[config.mk]
export PLATFORM = sky130hd
export DESIGN_NAME = uart_tx_arbiter
export DESIGN_NICKNAME = d
export VERILOG_FILES = /design/src/rtl/uart_tx_arbiter.sv
export SDC_FILE = /design/constraint.sdc
export NUM_CORES = 1
export LEC_CHECK = 0
export CORE_MARGIN = 4
export CORE_UTILIZATION = 47
export DETAILED_ROUTE_END_ITERATION = 16
export PLACE_DENSITY = 0.86
export SYNTH_ARGS = -nofsm -noshare
export SYNTH_HDL_FRONTEND = slang
export SYNTH_SLANG_ARGS = --single-unit
[constraint.sdc]
create_clock -name clk -period 3.09 [get_ports clk]
set_input_delay 0.4635 -clock clk [delete_from_list [all_inputs] [get_ports clk]]
set_output_delay 0.4635 -clock clk [all_outputs]
set_load 0.01 [all_outputs]
[src/rtl/uart_tx_arbiter.sv]
// uart_tx_arbiter
// Round-robin arbiter that shares one UART transmitter among NUM_REQ byte
// producers. It issues a one-cycle start carrying the winner's byte, acks the
// winner once the transmitter reports busy, and keeps off the transmitter
// until the two-cycle done pulse has ended. A watchdog abandons a start that
// the transmitter never takes, and the aborted requester drops to lowest
// priority for the next round.
module uart_tx_arbiter #(
  parameter int  NUM_REQ     = 4,
  parameter int  ACK_TIMEOUT = 16,
  localparam int IDX_W       = (NUM_REQ > 1) ? $clog2(NUM_REQ) : 1
) (
  input  logic                 clk,
  input  logic                 rst_n,
  input  logic [NUM_REQ-1:0]   req,
  input  logic [8*NUM_REQ-1:0] req_data,
  output logic [NUM_REQ-1:0]   ack,
  output logic [IDX_W-1:0]     owner,
  output logic                 active,
  output logic                 timeout_err,
  output logic [7:0]           tx_data,
  output logic                 tx_start,
  input  logic                 tx_busy,
  input  logic                 tx_done
);

  localparam int CNT_W = (ACK_TIMEOUT > 2) ? $clog2(ACK_TIMEOUT) : 1;

  typedef enum logic [1:0] {
    IDLE      = 2'd0,
    WAIT_BUSY = 2'd1,
    WAIT_DONE = 2'd2,
    DRAIN     = 2'd3
  } state_t;

  state_t                  state_r;
  logic [CNT_W-1:0]        count_r;
  logic [IDX_W-1:0]        last_r;
  logic [IDX_W-1:0]        owner_r;
  logic [NUM_REQ-1:0]      ack_r;
  logic                    active_r;
  logic                    timeout_err_r;
  logic                    tx_start_r;
  logic [7:0]              tx_data_r;

  logic [NUM_REQ-1:0][7:0] req_bytes_s;
  logic                    sel_valid_s;
  logic [IDX_W-1:0]        sel_idx_s;
  logic [IDX_W-1:0]        cand_s;
  logic                    hit_s;

  // Index reached by stepping 'off' positions past 'base', wrapping at NUM_REQ.
  function automatic logic [IDX_W-1:0] rr_index(input logic [IDX_W-1:0] base,
                                                input int off);
    rr_index = IDX_W'((int'(base) + off) % NUM_REQ);
  endfunction

  assign req_bytes_s = req_data;

  // Round-robin pick: first pending request scanning from last_r+1 upward.
  always_comb begin
    sel_valid_s = 1'b0;
    sel_idx_s   = {IDX_W{1'b0}};
    cand_s      = {IDX_W{1'b0}};
    hit_s       = 1'b0;
    for (int off = 1; off <= NUM_REQ; off++) begin
      cand_s      = rr_index(last_r, off);
      hit_s       = !sel_valid_s && req[cand_s];
      sel_idx_s   = hit_s ? cand_s : sel_idx_s;
      sel_valid_s = sel_valid_s | hit_s;
    end
  end

  // Arbitration FSM; every output is a register written only here.
  always_ff @(posedge clk) begin
    if (!rst_n) begin
      state_r       <= IDLE;
      count_r       <= {CNT_W{1'b0}};
      last_r        <= IDX_W'(NUM_REQ - 1);
      owner_r       <= {IDX_W{1'b0}};
      ack_r         <= {NUM_REQ{1'b0}};
      active_r      <= 1'b0;
      timeout_err_r <= 1'b0;
      tx_start_r    <= 1'b0;
      tx_data_r     <= 8'h00;
    end else begin
      tx_start_r    <= 1'b0;
      ack_r         <= {NUM_REQ{1'b0}};
      timeout_err_r <= 1'b0;
      case (state_r)
        IDLE: begin
          // Busy/done also guard against a transmitter still mid-frame
          // after this block alone was reset.
          if (sel_valid_s && !tx_busy && !tx_done) begin
            tx_start_r <= 1'b1;
            tx_data_r  <= req_bytes_s[sel_idx_s];
            owner_r    <= sel_idx_s;
            last_r     <= sel_idx_s;
            active_r   <= 1'b1;
            count_r    <= {CNT_W{1'b0}};
            state_r    <= WAIT_BUSY;
          end
        end
        WAIT_BUSY: begin
          count_r <= count_r + CNT_W'(1);
          if (tx_busy) begin
            ack_r   <= {{(NUM_REQ-1){1'b0}}, 1'b1} << owner_r;
            state_r <= WAIT_DONE;
          end else if (count_r == CNT_W'(ACK_TIMEOUT - 1)) begin
            // last_r keeps the aborted index so it is served last next round.
            timeout_err_r <= 1'b1;
            active_r      <= 1'b0;
            state_r       <= IDLE;
          end
        end
        WAIT_DONE: begin
          if (tx_done) begin
            state_r <= DRAIN;
          end
        end
        DRAIN: begin
          // Hold until the second done cycle is over so a new start never
          // overlaps it.
          if (!tx_done) begin
            active_r <= 1'b0;
            state_r  <= IDLE;
          end
        end
        default: begin
          active_r <= 1'b0;
          state_r  <= IDLE;
        end
      endcase
    end
  end

  assign ack         = ack_r;
  assign owner       = owner_r;
  assign active      = active_r;
  assign timeout_err = timeout_err_r;
  assign tx_data     = tx_data_r;
  assign tx_start    = tx_start_r;

endmodule

==> out/results.md, run 1 <==
• **result of the run** completed
• **worst hold path stage count** 2
• **pins over their slew limit** 0
• **Layout Skew** 0.004914 ns
• **class of the most critical setup path** primary input to register
• **sort of element at the end of the critical path** register
• **number of nets in the synthesized netlist** 211
• **Worst Hold Margin** 0.4910 ns
• **WL/cell** 15.52 um
• **Max transition margin** 0.5770
• **maximum number of pins on one net before global-route repair** 15
• **adder-cell share of the synthesized area** 0.05034
• **routed via count divided by cell count** 5.592
• **first-pass iteration count of the detailed router** 4
• **upper clock frequency limit** 465.8 MHz
• **Final Power** 0.7613 mW
• **FF-to-FF path depth** 5
• **average cell area after synthesis** 9.039 um2
• **residual antenna-violating net count after detailed routing** 0
• **maximum ir drop on the vdd rail** 0.1779 mV
• **port buffer count** 56
• **vias in the first global route** 1358
• **fill cell instance count of the final layout** 254
• **data required time of the worst path** 3.30 ns
• **sequential area share after synthesis** 0.3356
• **worst-margin pin slew** 0.6278 ns
• **Synth area leaders** sky130_fd_sc_hd__dfxtp_1 34%, sky130_fd_sc_hd__mux2i_1 6.7%, sky130_fd_sc_hd__o31a_1 5.3%, sky130_fd_sc_hd__ha_1 5.0%, sky130_fd_sc_hd__and4_1 4.7%
• **vertical die dimension** 64.33 um
• **Boundary Pins** 57
• **simple-gate area share of the yosys netlist** 0.2609
• **max capacitance violation total** 0
• **GRT overflow** 0
• **number of buffers inserted during clock tree synthesis** 3
• **share of the synthesized area in the top cell type** 0.3356
• **standard cell core area** 3053 um2
• **Reg area** 500.5 um2
• **CTS H-tree lvls** 1
• **combinational family with the most area after synthesis** simple AND/OR/NAND/NOR gates
• **Final Cycle Share** 0.6947
• **final critical path time including I/O delays and setup** 2.147 ns
• **Post-CTS Hold Fix Bufs** 0
• **CTS tree** built
• **count of cell types in the netlist** 39
• **warning count from the yosys run** 0
• **number of setup buffers added after CTS** 0
• **maximum buffer depth of the clock tree** 2
• **maximum fanout encountered on the critical timing path** 9
• **hold violation total from the final report** 0
• **worst hold path class** register to register
• **effective utilization at floorplan** 0.4885
• **first-pass GRT wire length** 6492 um
• **clock-pin slew on the worst setup and hold paths** 0.14 ns
• **Synth area leader** sky130_fd_sc_hd__dfxtp_1
• **core utilization of the finished layout** 0.6807
• **buffer type at the clock tree root** sky130_fd_sc_hd__clkbuf_4
• **Routed Wire Length** 4067 um
• **number of sinks on the clock net** 25
• **std cell rows** 20
• **setup repair after global routing missed its margin** no
• **XOR/XNOR Fraction of Synth Area** 0
• **count of inserted antenna diode cells** 0
• **final setup violating endpoints** 0
• **half-perimeter wire length after detailed placement** 3301 um
• **Cell Pwr Density** 366.3 nW/um2
• **starting DRC count in detailed routing** 49
• **total vias in the final route** 1465
• **synthesized-area fraction occupied by ao, oa, aoi and oai cells** 0.2332
• **number of storage elements in the synthesis netlist** 25
• **instance count of the mapped netlist** 165
• **signal arrival time at the worst endpoint** 2.36 ns
• **Total Routing Usage GR** 0.1966
• **static leakage** 0.7764 nW
• **Netlist Area Pre-Place** 1491 um2
• **total negative slack** 0 ns
• **fraction of final layout cells sized beyond drive strength 1** 0.05046
• **area occupied by multi-input gates** 912.1 um2
• **Total Nets Final** 265
• **number of gates given a new drive strength after cts** 0
• **area of the die** 4138 um2
• **final weighted congestion in routability-driven placement** 0.8497
• **growth of design area from synthesis to finish** 39.35%
• **floorplan die width** 64.33 um
• **mux cell area share after synthesis** 0.06711
• **DRC violation count after routing** 0
• **number of antenna violations at the first check in global routing** 0
• **source-to-sink clock delay at the later pin of the worst-skew pair** 0.33 ns
• **CP Launch Type** primary input
## through the flow
step	instance area (um2)	setup slack [ns]	std cells
floorplan	1491	1.483	165
detailed placement	2051	0.5953	258
global route	2078	0.8319	262
global placement	2051	0.6821	258
finish	2078	0.9432	262
CTS	2078	0.9404	262
## cells by family (layout without fill, tap and decap cells)
group,after synthesis,after routing
compound gates,49,49
fa+ha+maj,6,6
buf+inv,13,66
flops,25,25
mux,10,10
simple gates,62,62
## routing by layer
layer  routed length (um)  track usage  share of wire  vias up
met1                 1751       0.2500           0.43      671
met3                  199      0.02460          0.049       10
met2                 2025       0.3376           0.50       58
met5                    0            0              0        -
met4                   91      0.07124          0.022        0
li1                     -            -              -      726
## state kept, by name, summed over array words and instances, names as in the netlist, 2 cells and up, named ones only
signal	count
owner	2
count_r	4
ack	4
last_r	2
tx_data	8
## cells in the final DEF (no fill, tap or decap), drive strengths merged, types with 4 or more instances in the layout
cell and count:
o31a 9, and4 8, dfxtp 25, o21ai 16, inv 6, nor2b 7
ha 6, mux2i 10, nand2 15, o211ai 9, clkdlybuf4s50 56, nand2b 4
nand3 8, nor2 5
## layout make-up
cell class / instances / area share
well taps: 44 / 0.02649
repair buffers: 56 / 0.2697
flip-flops and latches: 25 / 0.2408
multi-input cells: 127 / 0.4389
inverters: 6 / 0.01084
clock buffers: 3 / 0.01084
clock inverters: 1 / 0.002408
## power by group
part           leakage (nW)  internal, mW  switching (mW)  total, mW
Sequential            0.203         0.344          0.0173      0.361
Clock                0.0177        0.0486           0.104      0.152
Combinational         0.555         0.134           0.114      0.248
## cell usage after synthesis
library cell	number
sky130_fd_sc_hd__a21boi_2	1
sky130_fd_sc_hd__a21oi_2	1
sky130_fd_sc_hd__nor3b_1	3
sky130_fd_sc_hd__inv_1	6
sky130_fd_sc_hd__clkbuf_1	3
sky130_fd_sc_hd__nor2b_1	5
sky130_fd_sc_hd__ha_1	6
sky130_fd_sc_hd__o211ai_1	9
sky130_fd_sc_hd__o21ai_1	12
sky130_fd_sc_hd__buf_6	4
sky130_fd_sc_hd__mux2i_1	10
sky130_fd_sc_hd__and3b_1	1
sky130_fd_sc_hd__nor3_1	2
sky130_fd_sc_hd__nand4_1	2
sky130_fd_sc_hd__and2_1	1
sky130_fd_sc_hd__nand4b_1	1
sky130_fd_sc_hd__nor2b_4	2
sky130_fd_sc_hd__o21bai_1	1
sky130_fd_sc_hd__o21a_1	2
sky130_fd_sc_hd__nand2b_1	4
sky130_fd_sc_hd__and4_1	8
sky130_fd_sc_hd__a21oi_1	2
sky130_fd_sc_hd__nand3_1	8
sky130_fd_sc_hd__nor3_4	1
sky130_fd_sc_hd__nor2_1	5
sky130_fd_sc_hd__a21boi_1	2
sky130_fd_sc_hd__and4b_1	1
sky130_fd_sc_hd__a32oi_1	2
sky130_fd_sc_hd__or3_1	1
sky130_fd_sc_hd__a21o_1	1
sky130_fd_sc_hd__a22oi_1	1
sky130_fd_sc_hd__nor4_2	1
sky130_fd_sc_hd__o22a_1	1
sky130_fd_sc_hd__dfxtp_1	25
sky130_fd_sc_hd__and3_1	1
sky130_fd_sc_hd__o31a_1	9
sky130_fd_sc_hd__o21ai_0	4
sky130_fd_sc_hd__nand2_1	15
sky130_fd_sc_hd__o31ai_2	1
## worst paths after layout
path / slack (ns) / startpoint / end
worst min register to register: 0.49 / tx_data[0]$_SDFFE_PN0P_ / tx_data[0]$_SDFFE_PN0P_
worst max-delay path: 0.94 / req[3] / tx_data[1]$_SDFFE_PN0P_
worst max register to register: 1.30 / last_r[0]$_SDFFE_PN1P_ / tx_data[1]$_SDFFE_PN0P_
worst min-delay path: 0.49 / tx_data[0]$_SDFFE_PN0P_ / tx_data[0]$_SDFFE_PN0P_
## critical path, stage by stage
cell and delay, ns:
sky130_fd_sc_hd__clkdlybuf4s50_1 0.51, sky130_fd_sc_hd__nor2b_4 0.18, sky130_fd_sc_hd__o21a_1 0.30, sky130_fd_sc_hd__nor3_4 0.53, sky130_fd_sc_hd__mux2i_1 0.26, sky130_fd_sc_hd__o211ai_1 0.10
Note: power is estimated with default switching activity, not from simulation.
==> run 2, diff against run 1 <==
--- a/config.mk
+++ b/config.mk
@@ -6,9 +6,9 @@
 export NUM_CORES = 1
 export LEC_CHECK = 0
 export CORE_MARGIN = 4
-export CORE_UTILIZATION = 47
+export CORE_UTILIZATION = 44
 export DETAILED_ROUTE_END_ITERATION = 16
-export PLACE_DENSITY = 0.86
+export PLACE_DENSITY = 0.81
 export SYNTH_ARGS = -nofsm -noshare
 export SYNTH_HDL_FRONTEND = slang
 export SYNTH_SLANG_ARGS = --single-unit
==> constraint.sdc (replaced) <==
create_clock -name clk -period 2.1 [get_ports clk]
set_input_delay 0.315 -clock clk [delete_from_list [all_inputs] [get_ports clk]]
set_output_delay 0.315 -clock clk [all_outputs]
set_load 0.01 [all_outputs]
==> run 2 against run 1 <==
Sequential cell count is the same. Die area grew 6.0%. Register-to-register slack lost 0.96 ns. First-iteration DRC count grew 35%. Clock skew grew 0.0054 ns. Setup slack lost 0.73 ns. Routed wire length shrank 3.7%. Via count shrank 0.14%. Clock power grew 41%. Highest routed layer unchanged.
==> out/results.md, run 2 (synthesis results as in run 1) <==
• **origin of the worst setup path** req[3]
• **count of inserted antenna diode cells** 0
• **maximum fanout encountered on the critical timing path** 7
• **result of the run** completed
• **worst min-delay path startpoint** tx_data[7]$_SDFFE_PN0P_
• **hold violation total from the final report** 0
• **residual antenna-violating net count after detailed routing** 0
• **setup repair after global routing missed its margin** no
• **routed via count divided by cell count** 5.439
• **area of the die** 4385 um2
• **pins over their slew limit** 0
• **data required time of the worst path** 2.30 ns
• **most common cell after layout, fill and taps aside** sky130_fd_sc_hd__clkdlybuf4s50_1
• **Crit Reg-Reg Startpoint** state_r[0]$_SDFFE_PN0P_
• **CP Launch Type** primary input
• **clock-pin slew on the worst setup and hold paths** 0.12 ns
• **fraction of final layout cells sized beyond drive strength 1** 0.07556
• **Worst Setup Slack, final** 0.2160 ns
• **buffer type at the clock tree root** sky130_fd_sc_hd__clkbuf_4
• **number of buffers inserted during clock tree synthesis** 3
• **Boundary Pins** 57
• **Layout Skew** 0.01030 ns
• **max reg flops** 8
• **maximum number of pins on one net before global-route repair** 14
• **sort of element at the end of the critical path** register
• **GRT overflow** 0
• **uppermost metal layer occupied by signal nets** met4
• **number of antenna violations at the first check in global routing** 0
• **maximum ir drop on the vdd rail** 0.2527 mV
• **commonest cells after routing, fill and taps aside** 56 x sky130_fd_sc_hd__clkdlybuf4s50_1, 25 x sky130_fd_sc_hd__dfxtp_1, 15 x sky130_fd_sc_hd__nand2_1
• **number of setup buffers added after CTS** 0
• **half-perimeter wire length after detailed placement** 3276 um
• **final critical path time including I/O delays and setup** 1.884 ns
• **final setup violating endpoints** 0
• **standard cell core area** 3153 um2
• **source-to-sink clock delay at the later pin of the worst-skew pair** 0.32 ns
• **static leakage** 0.8134 nW
• **DRC violation count after routing** 0
• **Max transition margin** 0.6885
• **total vias in the final route** 1463
• **number of sinks on the clock net** 25
• **vertical die dimension** 66.22 um
• **CTS tree** built
• **Final Cycle Share** 0.8972
• **std cell rows** 20
• **maximum buffer depth of the clock tree** 2
• **port buffer count** 56
• **first-pass GRT wire length** 6078 um
• **Metal-1 WL** 1698 um
• **met3 routed WL** 107 um
• **Post-CTS Hold Fix Bufs** 0
• **total negative slack** 0 ns
• **upper clock frequency limit** 530.8 MHz
• **DP Cell Count** 265
• **max capacitance violation total** 0
• **floorplan die width** 66.22 um
• **worst-margin pin slew** 0.4672 ns
• **vias in the first global route** 1343
• **effective utilization at floorplan** 0.4730
• **Routed Wire Length** 3917 um
• **class of the most critical setup path** primary input to register
• **Cell Pwr Density** 527.3 nW/um2
• **growth of design area from synthesis to finish** 43.62%
• **number of gates given a new drive strength after cts** 0
• **Total Routing Usage GR** 0.1785
• **number of standard cells in the final layout excluding fillers** 269
• **worst hold path class** register to register
• **worst slack, placed** -0.09928 ns
• **total length of routed met2 wires** 2050 um
• **signal arrival time at the worst endpoint** 2.08 ns
• **first-pass iteration count of the detailed router** 4
• **CTS H-tree lvls** 1
• **starting DRC count in detailed routing** 66
• **WL/cell** 14.56 um
• **final weighted congestion in routability-driven placement** 0.8233
• **Total Nets Final** 272
==> run 2: area by class of cell <==
type	instances	area (um2)
clock buffer	4	26.28
inverter	6	22.52
tap	44	55.05
multi-input combinational	127	912.1
timing repair buffer	63	625.6
sequential	25	500.5
fill	273	1011
==> run 2: per-layer routing <==
layer | GRT usage | up-vias
met5 | 0 | -
met4 | 0.05838 | 0
met3 | 0.01701 | 7
met2 | 0.3110 | 38
met1 | 0.2276 | 678
li1 | - | 740
==> run 2: path summary, 6_finish.rpt <==
path	end	cells after the start	slack [ns]
setup / recovery	tx_data[3]$_SDFFE_PN0P_	7	0.22
hold reg to reg	tx_data[7]$_SDFFE_PN0P_	2	0.49
setup reg to reg	tx_data[3]$_SDFFE_PN0P_	6	0.34
hold / removal	tx_data[7]$_SDFFE_PN0P_	2	0.49
==> run 2: report_power, final <==
part / internal, mW / switching (mW) / total, mW / leakage [nW]
sequential: 0.506 / 0.0252 / 0.531 / 0.203
clock: 0.0744 / 0.139 / 0.214 / 0.0150
combinational: 0.215 / 0.170 / 0.385 / 0.595
total: 0.795 / 0.335 / 1.13 / 0.813
==> run 2: stage by stage <==
stage / hold WS (ns) / instance area, um2 / util / power, mW
6_report: 0.4860 / 2142 / 0.6794 / 1.129
2_1_floorplan: 0.4681 / 1491 / - / 0.7519
3_3_place_gp: 0.4583 / 2116 / 0.6710 / 0.9129
5_1_grt: 0.5195 / 2142 / 0.6794 / 1.199
4_1_cts: 0.4916 / 2142 / 0.6794 / 1.139
3_5_place_dp: 0.4626 / 2116 / 0.6710 / 0.9257
==> run 2: worst max-delay path: stages <==
cell and delay, ns:
sky130_fd_sc_hd__clkdlybuf4s50_1 0.51, sky130_fd_sc_hd__nor2b_4 0.18, sky130_fd_sc_hd__o21a_1 0.23, sky130_fd_sc_hd__buf_4 0.17
sky130_fd_sc_hd__o31a_1 0.29, sky130_fd_sc_hd__o21ai_0 0.24, sky130_fd_sc_hd__o211ai_1 0.13
==> run 3, diff against run 2 <==
==> constraint.sdc (replaced) <==
create_clock -name clk -period 2.1 [get_ports clk]
set_input_delay 0.21 -clock clk [delete_from_list [all_inputs] [get_ports clk]]
set_output_delay 0.21 -clock clk [all_outputs]
set_load 0.01 [all_outputs]
==> run 3 against run 2 <==
Final cell count down 0.74%. Die area unchanged. Hold slack improved by 0.0035 ns. Critical path type unchanged. Highest routed layer unchanged.
==> out/results.md, run 3 (synthesis results as in run 1) <==
• **result of the run** completed
• **Layout Skew** 0.01302 ns
• **vias in the first global route** 1479
• **hold violation total from the final report** 0
• **max incr delay on CP** 0.52 ns
• **pins over their slew limit** 0
• **number of antenna violations at the first check in global routing** 0
• **Final Cycle Share** 0.8713
• **first-pass iteration count of the detailed router** 4
• **clock-pin slew on the worst setup and hold paths** 0.12 ns
• **routed via count divided by cell count** 5.607
• **growth of design area from synthesis to finish** 42.62%
• **max capacitance violation total** 0
• **internal reg-to-reg setup slack** 0.36 ns
• **count of inserted antenna diode cells** 0
• **CP Launch Type** primary input
• **class of the most critical setup path** primary input to register
• **Max transition margin** 0.6994
• **Cell Pwr Density** 530.9 nW/um2
• **sort of element at the end of the critical path** register
• **area occupied by multi-input gates** 912.1 um2
• **residual antenna-violating net count after detailed routing** 0
• **WL/cell** 15.33 um
• **floorplan die width** 66.22 um
• **Boundary Pins** 57
• **fill cell instance count of the final layout** 282
• **worst hold path stage count** 2
• **Total Routing Usage GR** 0.1867
• **worst slack, placed** -0.02184 ns
• **Worst Path Buf+Inv** 2
• **number of sinks on the clock net** 25
• **first-pass GRT wire length** 6451 um
• **effective utilization at floorplan** 0.4730
• **GRT overflow** 0
• **CTS H-tree lvls** 1
• **signal arrival time at the worst endpoint** 2.02 ns
• **setup repair after global routing missed its margin** no
• **buffer type at the clock tree root** sky130_fd_sc_hd__clkbuf_4
• **origin of the worst setup path** req[3]
• **Hold Path Sink** tx_data[7]$_SDFFE_PN0P_
• **total vias in the final route** 1497
• **max reg flops** 8
• **Worst Hold Margin** 0.4895 ns
• **Worst Setup Slack, final** 0.2702 ns
• **vertical die dimension** 66.22 um
• **worst min-delay path startpoint** tx_data[7]$_SDFFE_PN0P_
• **number of setup buffers added after CTS** 0
• **cell with the largest stage delay on the worst path** sky130_fd_sc_hd__clkdlybuf4s50_1
• **Total Nets Final** 270
• **Routed Wire Length** 4094 um
• **final weighted congestion in routability-driven placement** 0.8112
• **upper clock frequency limit** 546.5 MHz
• **FF-to-FF path depth** 6
• **starting DRC count in detailed routing** 65
• **kind of cell with the highest combined delay on the critical path** compound AO/OA/AOI/OAI gates
• **static leakage** 0.8030 nW
• **most common cell after layout, fill and taps aside** sky130_fd_sc_hd__clkdlybuf4s50_1
• **maximum fanout encountered on the critical timing path** 7
• **Crit Reg-Reg Startpoint** state_r[0]$_SDFFE_PN0P_
• **half-perimeter wire length after detailed placement** 3448 um
• **Reg area** 500.5 um2
• **number of gates given a new drive strength after cts** 0
• **standard cell core area** 3153 um2
• **std cell rows** 20
• **commonest cells after routing, fill and taps aside** 56 x sky130_fd_sc_hd__clkdlybuf4s50_1, 25 x sky130_fd_sc_hd__dfxtp_1, 15 x sky130_fd_sc_hd__nand2_1
• **maximum ir drop on the vdd rail** 0.3415 mV
• **DRC violation count after routing** 0
• **final critical path time including I/O delays and setup** 1.830 ns
• **Post-CTS Hold Fix Bufs** 0
• **maximum buffer depth of the clock tree** 2
• **final setup violating endpoints** 0
• **area of the die** 4385 um2
• **worst-margin pin slew** 0.4482 ns
• **source-to-sink clock delay at the later pin of the worst-skew pair** 0.32 ns
• **CTS tree** built
• **fraction of final layout cells sized beyond drive strength 1** 0.06726
• **maximum number of pins on one net before global-route repair** 14
• **port buffer count** 56
• **worst hold path class** register to register
• **number of buffers inserted during clock tree synthesis** 3
• **worst reg2reg path endpoint** tx_data[6]$_SDFFE_PN0P_
• **data required time of the worst path** 2.29 ns
• **ordered list of cells on the worst path** clkdlybuf4s50_1, nor2b_4, o21a_1, buf_4, o31a_1, o21ai_0, o211ai_1
## run 3: cell type report
class / count / share of cell area
multi-input combinational: 127 / 0.4288
timing repair buffer: 61 / 0.2871
sequential: 25 / 0.2353
tap: 44 / 0.02588
clock buffer: 4 / 0.01235
inverter: 6 / 0.01059
## run 3: where the power goes
group,internal (mW),switching [mW]
sequential,0.506,0.0250
combinational,0.211,0.172
clock,0.0742,0.141
## run 3: routing by layer
layer  up-vias  part of all wire  GRT usage
li1        735                 -          -
met1       712              0.41     0.2219
met2        42              0.53     0.3470
met3         8             0.035    0.02211
met4         0             0.020    0.05076
met5         -                 0          0
## run 3: worst reg2reg max path, cell delays in order, from the launching register on
cell and delay [ns]:
sky130_fd_sc_hd__dfxtp_1 0.38, sky130_fd_sc_hd__inv_1 0.13, sky130_fd_sc_hd__ha_1 0.26, sky130_fd_sc_hd__and4b_1 0.25
sky130_fd_sc_hd__a21boi_2 0.30, sky130_fd_sc_hd__o21ai_0 0.22, sky130_fd_sc_hd__o211ai_1 0.12
## run 3: worst max path at each step
stage                              end  slack, ns  cells after the start
6_report       tx_data[6]$_SDFFE_PN0P_       0.27                      7
5_1_grt        tx_data[6]$_SDFFE_PN0P_       0.19                      7
4_1_cts        tx_data[6]$_SDFFE_PN0P_       0.30                      7
3_5_place_dp   tx_data[6]$_SDFFE_PN0P_      -0.02                      7
3_3_place_gp   tx_data[6]$_SDFFE_PN0P_       0.05                      7
2_1_floorplan  state_r[0]$_SDFFE_PN0P_       0.64                      7
## run 3: through the flow
stage	instance area [um2]	instances	total power, mW	utilization	setup TNS [ns]
finish	2127	267	1.129	0.6746	0
global route	2127	267	1.192	0.6746	0
CTS	2127	267	1.129	0.6746	0
detailed placement	2101	263	0.9235	0.6663	-0.02184
global placement	2101	263	0.9106	0.6663	0
floorplan	1491	165	0.7519	-	0
